## src/rtl/mux2_rr_arbiter_pkg.sv

```systemverilog
// Shared definitions for the two-requester round-robin burst arbiter.
package mux2_rr_arbiter_pkg;

   // Default width of the muxed data path.
   localparam int DATA_WIDTH_DEF = 32;

   // Arbiter state encoding.
   typedef enum logic [1:0] {
      IDLE  = 2'b00,
      BUSY0 = 2'b01,
      BUSY1 = 2'b10
   } state_t;

endpackage

```

## src/rtl/mux2_rr_arbiter_data_mux.sv

```systemverilog
// DATA_WIDTH-bit 2:1 data mux assembled from single-bit mux cells.

// Single-bit 2:1 mux cell: sel=0 picks a, sel=1 picks b.
module mux2_cell (
   input  logic a,
   input  logic b,
   input  logic sel,
   output logic y
);

   // One bit of selection.
   assign y = sel ? b : a;

endmodule

// Bus-wide mux: one cell per data bit, all sharing the select line.
module arb_data_mux #(
   parameter int DATA_WIDTH = 32
) (
   input  logic                  sel,
   input  logic [DATA_WIDTH-1:0] a,
   input  logic [DATA_WIDTH-1:0] b,
   output logic [DATA_WIDTH-1:0] y
);

   // Replicate the bit cell across the bus.
   for (genvar i = 0; i < DATA_WIDTH; i++) begin : g_bit
      mux2_cell u_cell (
         .a   (a[i]),
         .b   (b[i]),
         .sel (sel),
         .y   (y[i])
      );
   end

endmodule

```

## src/rtl/mux2_rr_arbiter.sv

```systemverilog
// Round-robin arbiter granting whole bursts from two requesters onto one
// valid/ready consumer through a shared registered-select data mux.
module mux2_rr_arbiter
   import mux2_rr_arbiter_pkg::*;
#(
   parameter int DATA_WIDTH = DATA_WIDTH_DEF,
   parameter int MAX_BURST  = 4
) (
   input  logic                  CLK,
   input  logic                  RST,
   input  logic                  REQ0,
   input  logic [DATA_WIDTH-1:0] D0,
   input  logic                  LAST0,
   output logic                  GNT0,
   input  logic                  REQ1,
   input  logic [DATA_WIDTH-1:0] D1,
   input  logic                  LAST1,
   output logic                  GNT1,
   output logic                  S,
   output logic                  VALID,
   output logic [DATA_WIDTH-1:0] Y,
   input  logic                  READY
);

   localparam int                CNT_W   = $clog2(MAX_BURST + 1);
   localparam logic [CNT_W-1:0]  CNT_MAX = CNT_W'(MAX_BURST);

   state_t                  state;
   state_t                  state_nxt;
   logic                    s_nxt;
   logic                    ptr;
   logic                    ptr_nxt;
   logic [CNT_W-1:0]        cnt;
   logic [CNT_W-1:0]        cnt_nxt;
   logic [DATA_WIDTH-1:0]   mux_y;

   logic                    own;
   logic                    req_own;
   logic                    last_own;
   logic                    req_oth;
   logic                    accept;
   logic                    release_own;
   logic                    burst_end;

   arb_data_mux #(
      .DATA_WIDTH (DATA_WIDTH)
   ) u_mux (
      .sel (S),
      .a   (D0),
      .b   (D1),
      .y   (mux_y)
   );

   // State, select, round-robin pointer and beat counter; reset drops any burst.
   always_ff @(posedge CLK or negedge RST) begin
      if (!RST) begin
         state <= IDLE;
         S     <= 1'b0;
         ptr   <= 1'b1;
         cnt   <= '0;
      end else begin
         state <= state_nxt;
         S     <= s_nxt;
         ptr   <= ptr_nxt;
         cnt   <= cnt_nxt;
      end
   end

   // Grant decision, burst-end detection and handshake outputs.
   always_comb begin
      state_nxt   = state;
      s_nxt       = S;
      ptr_nxt     = ptr;
      cnt_nxt     = cnt;
      VALID       = 1'b0;
      Y           = '0;
      GNT0        = 1'b0;
      GNT1        = 1'b0;
      own         = 1'b0;
      req_own     = 1'b0;
      last_own    = 1'b0;
      req_oth     = 1'b0;
      accept      = 1'b0;
      release_own = 1'b0;
      burst_end   = 1'b0;

      case (state)
         IDLE: begin
            if (REQ0 || REQ1) begin
               // On a tie the requester not served last wins.
               own       = (REQ0 && REQ1) ? ~ptr : REQ1;
               state_nxt = own ? BUSY1 : BUSY0;
               s_nxt     = own;
               cnt_nxt   = '0;
            end
         end
         BUSY0, BUSY1: begin
            own         = (state == BUSY1);
            req_own     = own ? REQ1  : REQ0;
            last_own    = own ? LAST1 : LAST0;
            req_oth     = own ? REQ0  : REQ1;
            VALID       = req_own;
            Y           = mux_y;
            accept      = req_own & READY;
            GNT0        = accept & ~own;
            GNT1        = accept & own;
            release_own = ~req_own;
            burst_end   = release_own |
                          (accept & (last_own | ((cnt + 1'b1) == CNT_MAX)));
            if (burst_end) begin
               ptr_nxt = own;
               cnt_nxt = '0;
               if (req_oth) begin
                  state_nxt = own ? BUSY0 : BUSY1;
                  s_nxt     = ~own;
               end else if (!release_own) begin
                  state_nxt = state;
               end else begin
                  state_nxt = IDLE;
               end
            end else if (accept) begin
               cnt_nxt = cnt + 1'b1;
            end
         end
         default: begin
            state_nxt = IDLE;
         end
      endcase
   end

endmodule
```

## config.mk

```make
export PLATFORM = sky130hd
export DESIGN_NAME = mux2_rr_arbiter
export DESIGN_NICKNAME = d
export VERILOG_FILES = /design/src/rtl/mux2_rr_arbiter_pkg.sv /design/src/rtl/mux2_rr_arbiter_data_mux.sv /design/src/rtl/mux2_rr_arbiter.sv
export SDC_FILE = /design/constraint.sdc
export NUM_CORES = 1
export LEC_CHECK = 0
export BUFFER_PORTS_ARGS = -buffer_cell sky130_fd_sc_hd__buf_2
export CAP_MARGIN = 15
export CELL_PAD_IN_SITES_DETAIL_PLACEMENT = 0
export CELL_PAD_IN_SITES_GLOBAL_PLACEMENT = 1
export CORE_AREA = 5 5 73 75
export CTS_BUF_LIST = sky130_fd_sc_hd__clkbuf_8 sky130_fd_sc_hd__clkbuf_16
export CTS_CLUSTER_SIZE = 40
export DETAILED_ROUTE_END_ITERATION = 6
export DIE_AREA = 0 0 78 80
export PLACE_DENSITY = 0.95
export SLEW_MARGIN = 20
export SYNTH_ARGS = -nofsm -noshare
export SYNTH_HDL_FRONTEND = slang
export SYNTH_HIERARCHICAL = 1
export SYNTH_SLANG_ARGS = --single-unit
```

## constraint.sdc

```tcl
create_clock -name CLK -period 3.25 [get_ports CLK]
set_input_delay 0.4875 -clock CLK [delete_from_list [all_inputs] [get_ports CLK]]
set_output_delay 0.4875 -clock CLK [all_outputs]
set_load 0.02 [all_outputs]
```

==> results.md <==
* Status: finished, final reports clean
* Initial antenna violation count at 0
* R2r worst-path depth at 6
* Pins Over Slew Limit at 0
* Hold buffer count at cts at 0
* # Max-Cap Violations at 0
* Final hold slack at 0.0790 ns
* Die X at 78 µm
* Total chip power at 1.79 mW
* CP endpoint: Y[16]
* N_diodes at 0
* Startpoint Class: register
* Post-layout minimum cycle time at 2.40 ns
* Number of H-tree levels at 1
* Hold crit path type: in2async
* Synthesized flop and latch total at 7
* Netlist cell types at 37
* Placed Area at 1910 µm²
* RSZ-0062 raised after global routing: no
* Net Switching at 0.900 mW
* Clock root buffer: clkbuf_8
* Post-CTS Setup Repair Bufs at 0
* Register area share after synthesis at 0.132
* Antenna Nets Post-Route at 0
* Synth warn at 6
* Synth Instances at 130
* Setup-failing EPs final at 0
* Final wirelength at 3860 µm
* Critical path class: reg2out
* DR iter-0 viols at 26
* Setup tns final at 0 ns
* Clock slew at the register clock pins of the worst setup and hold paths at 0.04 ns
* Final Wtd Congestion at 0.719
* GRT Residual Overflow at 0
* Fin nets at 313
* Synth Cell Area at 1340 µm²
* Largest net degree at the start of global routing at 44
* Fmax at 417 MHz
* Filler cells at 448
* Area Growth Syn to Fin at 46.2%
* Core Region at 4600 µm²
* Share of cells above drive strength 1 at 0.643
* Ys async rst share at 1.00
* Post-synth EDFFs at 0
* IO Port Bufs at 106
* Power density cells at 918 nW/µm²
* Final Hold Viols at 0
* Leakage at 1.12 nW
* Reg2reg start: state[0]
* Finished Cell Area at 1950 µm²
* CTS tree: done
* Final worst path period share at 0.738
* Logic pwr share at 0.796
* First-pass GRT wire length at 6040 µm
* WP data required at 2.76 ns
* Clock Power Share at 0.070
* Maximum VDD drop at 0.000626 V
* Reg-to-reg slack, setup at 1.22 ns
* Critical path peak fanout at 34
* Longest Clk Path Bufs at 2
* Post-Syn Nets at 207
* Io pins at 107
* GRT Total Usage at 0.117
* Die H at 80 µm
* Layout Skew at 0.000720 ns
* Drt drc at 0
* Row count at 25
* HPWL after DPL at 3220 µm
* Crit path DAT at 1.91 ns
* Post_cts resized at 0
* CTS Buf Count at 3
* Clock insertion delay at the later pin of the skew report at 0.23 ns
* Power Internal at 0.891 mW
* Drt wl/cell at 13.3 µm
* Ys flop type: dfrtp_1
* Vias in the first global route at 1,291
* Vias per std cell at 4.64
* Reg power frac at 0.134
* Initial core utilization at 0.290
* Tightest Pin Transition at 0.986 ns
* Footprint of the multi-input gates at 1100 µm²
* Synth Area per Inst at 10.3 µm²
* Critical path launch point: S
* Detailed-route via count at 1,340
* Drt pass-1 iters at 4
* Setup crit end kind: output pin
* Max transition margin at 0.342
* Sink Count at 7
* Register area at 178 µm²
* FF-to-FF End: state[0]
* Die area at 6240 µm²
* Sw frac at 0.502
metrics by stage:
step,worst slack [ns],cells,utilization
5_1_grt,0.752,289,0.424
2_1_floorplan,0.749,130,-
3_5_place_dp,1.07,285,0.415
3_3_place_gp,1.09,285,0.415
4_1_cts,0.821,289,0.424
6_report,0.851,289,0.424
cells in the final DEF (no fill, tap or decap), types with 3 or more instances in the layout:
cell | netlist | layout
mux2_1 | 3 | 3
inv_1 | 6 | 7
dfrtp_1 | 6 | 5
and2_1 | 33 | 33
clkbuf_8 | 0 | 3
mux2i_1 | 5 | 5
o21ai_1 | 3 | 3
mux2_4 | 32 | 32
ha_1 | 6 | 6
a21oi_1 | 3 | 3
buf_2 | 1 | 106
nand2_1 | 4 | 4
cell families (layout without fill, tap and decap cells):
kind of cell / count (synthesis) / in the layout / synth area share
mux: 41 / 41 / 0.431
xor+xnor: 1 / 1 / 0.00656
compound gates: 14 / 14 / 0.0909
fa+ha+maj: 6 / 6 / 0.0562
flops: 7 / 7 / 0.132
buf+inv: 12 / 117 / 0.0431
simple gates: 49 / 49 / 0.240
cell usage after synthesis, drive strengths merged, types with 2 or more instances:
cell type,count,area [µm²]
nand2b,2,20.0
o22ai,2,26.3
dfrtp,6,150
buf,3,23.8
inv,6,22.5
mux2,36,526
and2,33,206
nand2,4,15.0
a21oi,3,15.0
mux2i,5,50.1
ha,6,75.1
o21ai,3,15.0
nor3,2,21.3
clkbuf,3,11.3
cell type report:
class / instances / area share
clock inverter: 1 / 0.00192
inverter: 6 / 0.0115
tap: 54 / 0.0346
clock buffer: 3 / 0.0212
multi-input combinational: 111 / 0.564
sequential: 7 / 0.0910
timing repair buffer: 107 / 0.276
metal layers:
metal	GRT usage	vias to the layer above	wire [µm]
met5	0	-	0
met4	0.0389	0	34
met3	0.0305	3	432
met2	0.209	71	1940
met1	0.134	595	1450
li1	-	671	-
worst max-delay path: stages, from the launching register on:
cell,delay (ns)
dfrtp_2,1.01
mux2_4,0.35
and2_1,0.15
buf_2,0.15
registers in the layout, summed over array words and instances (netlist names):
| signal | flops |
|---|---|
| ptr | 1 |
| S | 1 |
| state | 2 |
| cnt | 3 |
power groups by stage:
stage / registers, mW / logic [mW] / clock network [mW]
2_1_floorplan: 0.226 / 1.10 / 0
6_report: 0.240 / 1.43 / 0.125
3_5_place_dp: 0.246 / 1.45 / 0
4_1_cts: 0.243 / 1.45 / 0.130
5_1_grt: 0.254 / 1.55 / 0.134
3_3_place_gp: 0.242 / 1.43 / 0
worst min-delay path by stage:
stage	from	to	slack, ns
finish	RST	state[0]	0.08
global route	RST	state[1]	0.09
CTS	RST	state[0]	0.08
detailed placement	RST	cnt[1]	0.33
global placement	RST	cnt[0]	0.33
floorplan	RST	S	0.19
(Power assumes the default switching activity.)
